--- src/rtl/uci_pkg.sv ---
// Shared UCI definitions: line terminator characters and the TX output state encoding.
package uci_pkg;

    localparam logic [7:0] NEW_LINE     = 8'h0A;
    localparam logic [7:0] CARRIAGE_RET = 8'h0D;

    typedef enum logic [1:0] {
        ST_IDLE   = 2'd0,
        ST_SEND   = 2'd1,
        ST_EOL_CR = 2'd2,
        ST_EOL_LF = 2'd3
    } uci_tx_state_t;

    // Index width for a channel count, never narrower than one bit.
    function automatic int idx_width(input int n);
        return (n > 1) ? $clog2(n) : 1;
    endfunction

endpackage

--- src/rtl/rr_arbiter.sv ---
// Combinational channel arbiter: round-robin from (last + 1) or fixed lowest-index priority.
module rr_arbiter
    import uci_pkg::*;
#(
    parameter int NUM_CH        = 3,
    parameter int PRIORITY_MODE = 0,
    localparam int IDX_W        = idx_width(NUM_CH)
) (
    input  logic [NUM_CH-1:0] req,
    input  logic [IDX_W-1:0]  last,
    output logic [NUM_CH-1:0] grant_oh,
    output logic [IDX_W-1:0]  grant_idx,
    output logic              grant_vld
);

    int cand;

    // Walk the search order backwards so the first requester in order is the last one written.
    always_comb begin
        grant_idx = '0;
        grant_vld = 1'b0;
        cand      = 0;
        for (int k = NUM_CH; k >= 1; k--) begin
            if (PRIORITY_MODE != 0)
                cand = k - 1;
            else
                cand = (int'(last) + k) % NUM_CH;
            if (req[cand]) begin
                grant_idx = IDX_W'(cand);
                grant_vld = 1'b1;
            end
        end
        grant_oh = grant_vld ? (NUM_CH'(1) << grant_idx) : '0;
    end

endmodule

--- src/rtl/uci_tx_mux.sv ---
// Multi-channel UCI line transmitter: one slot per channel, arbitrated and serialised with a terminator.
// Optional CR before LF when UCI_TX_CRLF_EN is defined.
module uci_tx_mux
    import uci_pkg::*;
#(
    parameter int NUM_CH        = 3,
    parameter int MAX_LEN       = 64,
    parameter int PRIORITY_MODE = 0,
    localparam int IDX_W        = idx_width(NUM_CH)
) (
    input  logic                                 clk_in,
    input  logic                                 rst_in,
    input  logic [NUM_CH-1:0][MAX_LEN-1:0][7:0]  line_in,
    input  logic [NUM_CH-1:0]                    line_in_valid,
    output logic [NUM_CH-1:0]                    line_in_ready,
    output logic [7:0]                           char_out,
    output logic                                 char_out_valid,
    input  logic                                 char_out_ready,
    output logic                                 busy,
    output logic [IDX_W-1:0]                     active_ch,
    output logic [15:0]                          lines_sent,
    output uci_tx_state_t                        state_dbg
);

`ifdef UCI_TX_CRLF_EN
    localparam uci_tx_state_t EOL_FIRST = ST_EOL_CR;
`else
    localparam uci_tx_state_t EOL_FIRST = ST_EOL_LF;
`endif

    // Handshakes: line_in accepted on line_in_valid[i] && line_in_ready[i]; char_out transfers on
    // char_out_valid && char_out_ready, and char_out/char_out_valid stay stable while stalled.
    logic [NUM_CH-1:0][MAX_LEN-1:0][7:0] slot_q;
    logic [NUM_CH-1:0]                   full_q, accept;
    logic [MAX_LEN-1:0][7:0]             shift_q, shift_d, shifted;
    uci_tx_state_t                       state_q, state_d;
    logic [IDX_W-1:0]                    active_q, active_d, last_q, last_d;
    logic [7:0]                          char_q, char_d;
    logic                                valid_q, valid_d, eol_q, eol_d, busy_q, busy_d;
    logic [15:0]                         sent_q;
    logic [NUM_CH-1:0]                   grant_oh;
    logic [IDX_W-1:0]                    grant_idx;
    logic                                grant_vld, advance, take, out_hs;

    assign line_in_ready  = ~full_q & {NUM_CH{~rst_in}};
    assign accept         = line_in_valid & ~full_q;
    assign out_hs         = valid_q & char_out_ready;
    assign advance        = (state_q != ST_IDLE) && (!valid_q || char_out_ready);
    assign shifted        = shift_q >> 8;

    assign char_out       = char_q;
    assign char_out_valid = valid_q;
    assign busy           = busy_q;
    assign active_ch      = active_q;
    assign lines_sent     = sent_q;
    assign state_dbg      = state_q;

    rr_arbiter #(
        .NUM_CH        (NUM_CH),
        .PRIORITY_MODE (PRIORITY_MODE)
    ) u_arb (
        .req       (full_q),
        .last      (last_q),
        .grant_oh  (grant_oh),
        .grant_idx (grant_idx),
        .grant_vld (grant_vld)
    );

    // The FSM feeds a one-entry output register; it advances whenever that register is free or draining.
    always_comb begin
        state_d  = state_q;
        shift_d  = shift_q;
        active_d = active_q;
        last_d   = last_q;
        char_d   = char_q;
        valid_d  = valid_q && !char_out_ready;
        eol_d    = eol_q && !char_out_ready;
        take     = 1'b0;
        case (state_q)
            ST_IDLE: take = grant_vld;
            ST_SEND: begin
                if (advance) begin
                    char_d  = shift_q[0];
                    valid_d = 1'b1;
                    eol_d   = 1'b0;
                    shift_d = shifted;
                    if (shifted[0] == 8'h00)
                        state_d = EOL_FIRST;
                end
            end
`ifdef UCI_TX_CRLF_EN
            ST_EOL_CR: begin
                if (advance) begin
                    char_d  = CARRIAGE_RET;
                    valid_d = 1'b1;
                    eol_d   = 1'b0;
                    state_d = ST_EOL_LF;
                end
            end
`endif
            ST_EOL_LF: begin
                if (advance) begin
                    char_d  = NEW_LINE;
                    valid_d = 1'b1;
                    eol_d   = 1'b1;
                    state_d = ST_IDLE;
                    take    = grant_vld;
                end
            end
            default: state_d = ST_IDLE;
        endcase
        if (take) begin
            shift_d  = slot_q[grant_idx];
            active_d = grant_idx;
            last_d   = grant_idx;
            state_d  = (slot_q[grant_idx][0] == 8'h00) ? EOL_FIRST : ST_SEND;
        end
        if (take)
            busy_d = 1'b1;
        else if (out_hs && eol_q && state_q == ST_IDLE)
            busy_d = 1'b0;
        else
            busy_d = busy_q;
    end

    always_ff @(posedge clk_in) begin
        for (int i = 0; i < NUM_CH; i++)
            if (accept[i])
                slot_q[i] <= line_in[i];
    end

    always_ff @(posedge clk_in or posedge rst_in) begin
        if (rst_in) begin
            full_q   <= '0;
            state_q  <= ST_IDLE;
            shift_q  <= '0;
            active_q <= '0;
            last_q   <= IDX_W'(NUM_CH - 1);
            char_q   <= '0;
            valid_q  <= 1'b0;
            eol_q    <= 1'b0;
            busy_q   <= 1'b0;
            sent_q   <= '0;
        end else begin
            for (int i = 0; i < NUM_CH; i++) begin
                if (accept[i])
                    full_q[i] <= 1'b1;
                else if (take && grant_oh[i])
                    full_q[i] <= 1'b0;
            end
            state_q  <= state_d;
            shift_q  <= shift_d;
            active_q <= active_d;
            last_q   <= last_d;
            char_q   <= char_d;
            valid_q  <= valid_d;
            eol_q    <= eol_d;
            busy_q   <= busy_d;
            if (out_hs && eol_q)
                sent_q <= sent_q + 16'd1;
        end
    end

endmodule
--- config.mk ---
export PLATFORM = sky130hd
export DESIGN_NAME = uci_tx_mux
export DESIGN_NICKNAME = d
export VERILOG_FILES = /design/src/rtl/uci_pkg.sv /design/src/rtl/rr_arbiter.sv /design/src/rtl/uci_tx_mux.sv
export SDC_FILE = /design/constraint.sdc
export NUM_CORES = 2
export LEC_CHECK = 0
export ABC_AREA = 0
export CORE_AREA = 2 2 609 611
export CTS_BUF_LIST = sky130_fd_sc_hd__clkbuf_4 sky130_fd_sc_hd__clkbuf_8
export CTS_CLUSTER_DIAMETER = 120
export DETAILED_ROUTE_END_ITERATION = 10
export DIE_AREA = 0 0 611 613
export GPL_ROUTABILITY_DRIVEN = 0
export HOLD_SLACK_MARGIN = 0.05
export SYNTH_ARGS = -nofsm -noshare
export SYNTH_HDL_FRONTEND = slang
export SYNTH_SLANG_ARGS = --single-unit
--- constraint.sdc ---
create_clock -name clk_in -period 33.2 [get_ports clk_in]
set_input_delay 8.3 -clock clk_in [delete_from_list [all_inputs] [get_ports clk_in]]
set_output_delay 8.3 -clock clk_in [all_outputs]
set_load 0.1 [all_outputs]
==> impl_results.md <==
- Status: complete, no violations
- GR Util met1: 22.8%
- Gate power share: 38.6%
- WS Path Type: in -> out
- Mean Syn Cell Area: 14.2 um2
- Flops & latches, synth: 2083
- Clk buf depth: 4
- # DRC: 0
- Final Slew Violations: 0
- CP Data Arrival Time: 10140 ps
- Minimum clock period: 18440 ps
- Setup ws final: 14760 ps
- FMAX: 0.0542 GHz
- Post-synth ARST share: 26.3%
- CTS Sinks: 2083
- Worst-Skew Late Latency: 1090 ps
- Clock share of power: 24.9%
- Detailed placement HPWL: 268000 um
- Vias in the first global route: 58700
- H-Tree Level Count: 5
- Met3 Use GR: 4.43%
- Psw: 4.33 mW
- Reg clk slew, reported paths: 60 ps
- Top cell family by delay on the critical path: buffers and inverters
- Final setup fails: 0
- Final Hold Fails: 0
- # IOs: 1575
- Congestion Overflow GR: 0
- Main flop type after synthesis: edfxtp_1
- Synth top area cells: edfxtp_1, dfrtp_1, mux2i_1
- Leakage: 41.1 nW
- Post-route design area: 110000 um2
- Cell Rows: 223
- Most used cell, CP: clkdlybuf4s50_1
- Post-synth top area cell: edfxtp_1
- Synth unique cells: 53
- Via count: 58200
- Initial DRC Count: 6492
- IR Drop Worst-Case VDD: 0.000167 V
- Crit-path max cell delay: 1150 ps
- Register area share after synthesis: 73.8%
- Crit path buf inv count: 2
- Nets: 8870
- Startpoint type of the worst setup path: primary input
- Largest net degree at the start of global routing: 175
- Initial antenna violation count: 210
- Cells after synthesis: 5693
- Period utilisation layout: 55.5%
- Pre-CTS WS: 14750 ps
- Root Buffer: clkbuf_8
- Flop pwr share: 36.5%
- Post-synthesis cell area: 81000 um2
- Die X-Extent: 611 um
- Hold_buf cts: 0
- Cell-internal power: 6.12 mW
- EDFF count, synth: 1536
- GR peak layer: met2
- Post-synthesis net count: 7243
- Worst Hold Class: reg -> reg
- GRT Util Overall: 18.5%
- Setup TNS: 0 ps
- GR Util met2: 29.9%
- Area share of the largest cell type after synthesis: 56.9%
- Crit-path max FO: 4
- Final setup skew: 81.3 ps
- Crit-path slowest cell: clkdlybuf4s50_1
- Post-Route WL: 364000 um
- Initial core utilization: 22.0%
- Synth cell count leaders: edfxtp_1, nand2_1, dfrtp_1, nor2_1, mux2i_1
- Die ar.: 375000 um2
- RSZ-0062 raised after global routing: false
- Worst-Margin Slew: 1360 ps
- Pwr Density: 94.9 nW/um2
- Area added between synthesis and finish: 36.1%
- Slew HR: 9.11%
- Post-route ant nets: 0
- Area after DPL: 102000 um2
- Sw Share: 41.4%
- Total core area: 368000 um2
- Die height: 613 um
- Via density: 4.62
- Synth warnings: 0
- CP Cell Sequence: clkdlybuf4s50_1, nor2_1, clkdlybuf4s50_1
- Count leader, synth: edfxtp_1
- Layout cells sized above 1: 10.1%
- CP endpoint kind: primary output
- CP Data Required Time: 24900 ps
- Number of CTS-inserted buffers: 371
- DRT Pass-1 Iters: 6
- WL/cell: 28.9 um
- First-pass GRT wire length: 486000 um
- CTS tree: built
- Resize count post-CTS: 0
- Setup bufs post-CTS: 0
- I/O Buffers: 1574
- Maxcap violations: 0
layout by cell type (no fill, tap or decap), types with 77 or more instances in the layout:
master           count
a311o_1            497
buf_4               77
clkbuf_4           142
clkbuf_8           426
clkdlybuf4s50_1   1564
dfrtp_1            546
diode_2            120
edfxtp_1          1536
mux2i_1            501
nand2_1           1041
nor2_1             516
o21ai_0            385
o21ai_1            124
logic make-up after synthesis:
kind of cell             count (synthesis)  share of synthesized area [%]
flip-flops                            2083                           73.8
AND/OR/NAND/NOR                       1590                           7.47
AO/OA/AOI/OAI                         1073                           9.97
multiplexers                           512                           6.35
buffers and inverters                  412                           2.12
XOR/XNOR                                15                          0.162
adder cells (fa/ha/maj)                  8                          0.124
worst min-delay path: stages, from the launching register on:
cell and delay, ps:
dfrtp_1 340, nand2_1 50, nand2_1 50
layer usage:
layer | share of wire [%] | up-vias
met3 | 8.6 | 804
met4 | 5.2 | 54
met1 | 39 | 29300
met2 | 47 | 3278
li1 | - | 24700
met5 | 0.095 | -
registers in the layout (all words and copies together) (netlist names):
signal / count
slot_q: 1536
shift_q: 512
lines_sent: 16
char_out: 8
full_q: 3
active_ch: 2
state_dbg: 2
busy: 1
char_out_valid: 1
eol_q: 1
last_q: 1
worst paths after layout:
path	start	end	slack, ps	cells past startpoint
min	active_ch[1]	active_ch[1]	480	2
max reg2reg	last_q[1]	shift_q[220]	27840	11
max	rst_in	line_in_ready[1]	14760	3
max in group asynchronous	rst_in	shift_q[250]	21820	6
min reg2reg	active_ch[1]	active_ch[1]	480	2
min in group asynchronous	rst_in	shift_q[85]	7860	2
final cells by class:
| class | instances | area, um2 |
|---|---|---|
| flip-flops and latches | 2083 | 59800 |
| clock inverters | 123 | 1080 |
| inverters | 9 | 41.3 |
| multi-input cells | 3198 | 19600 |
| repair buffers | 1657 | 16500 |
| fillers | 36800 | 257000 |
| diodes | 120 | 300 |
| clock buffers | 568 | 6930 |
| well taps | 4837 | 6050 |
stage by stage:
step | std cells | util, % | hold slack (ps) | total power, mW
after CTS | 12500 | 29.9 | 489 | 10.6
after global routing | 12600 | 30.0 | 505 | 11.0
final | 12600 | 30.0 | 479 | 10.5
after floorplan | 5693 | - | 468 | 6.45
after detailed placement | 11800 | 27.7 | 473 | 7.92
after global placement | 11800 | 27.7 | 462 | 7.84
power groups by stage:
stage | Combinational (mW) | Clock (mW) | Sequential, mW
3_3_place_gp | 3.99 | 0 | 3.85
3_5_place_dp | 4.06 | 0 | 3.86
5_1_grt | 4.37 | 2.77 | 3.86
2_1_floorplan | 2.57 | 0 | 3.88
4_1_cts | 4.07 | 2.67 | 3.82
6_report | 4.04 | 2.60 | 3.82
Power figures use the tool's default switching activity.
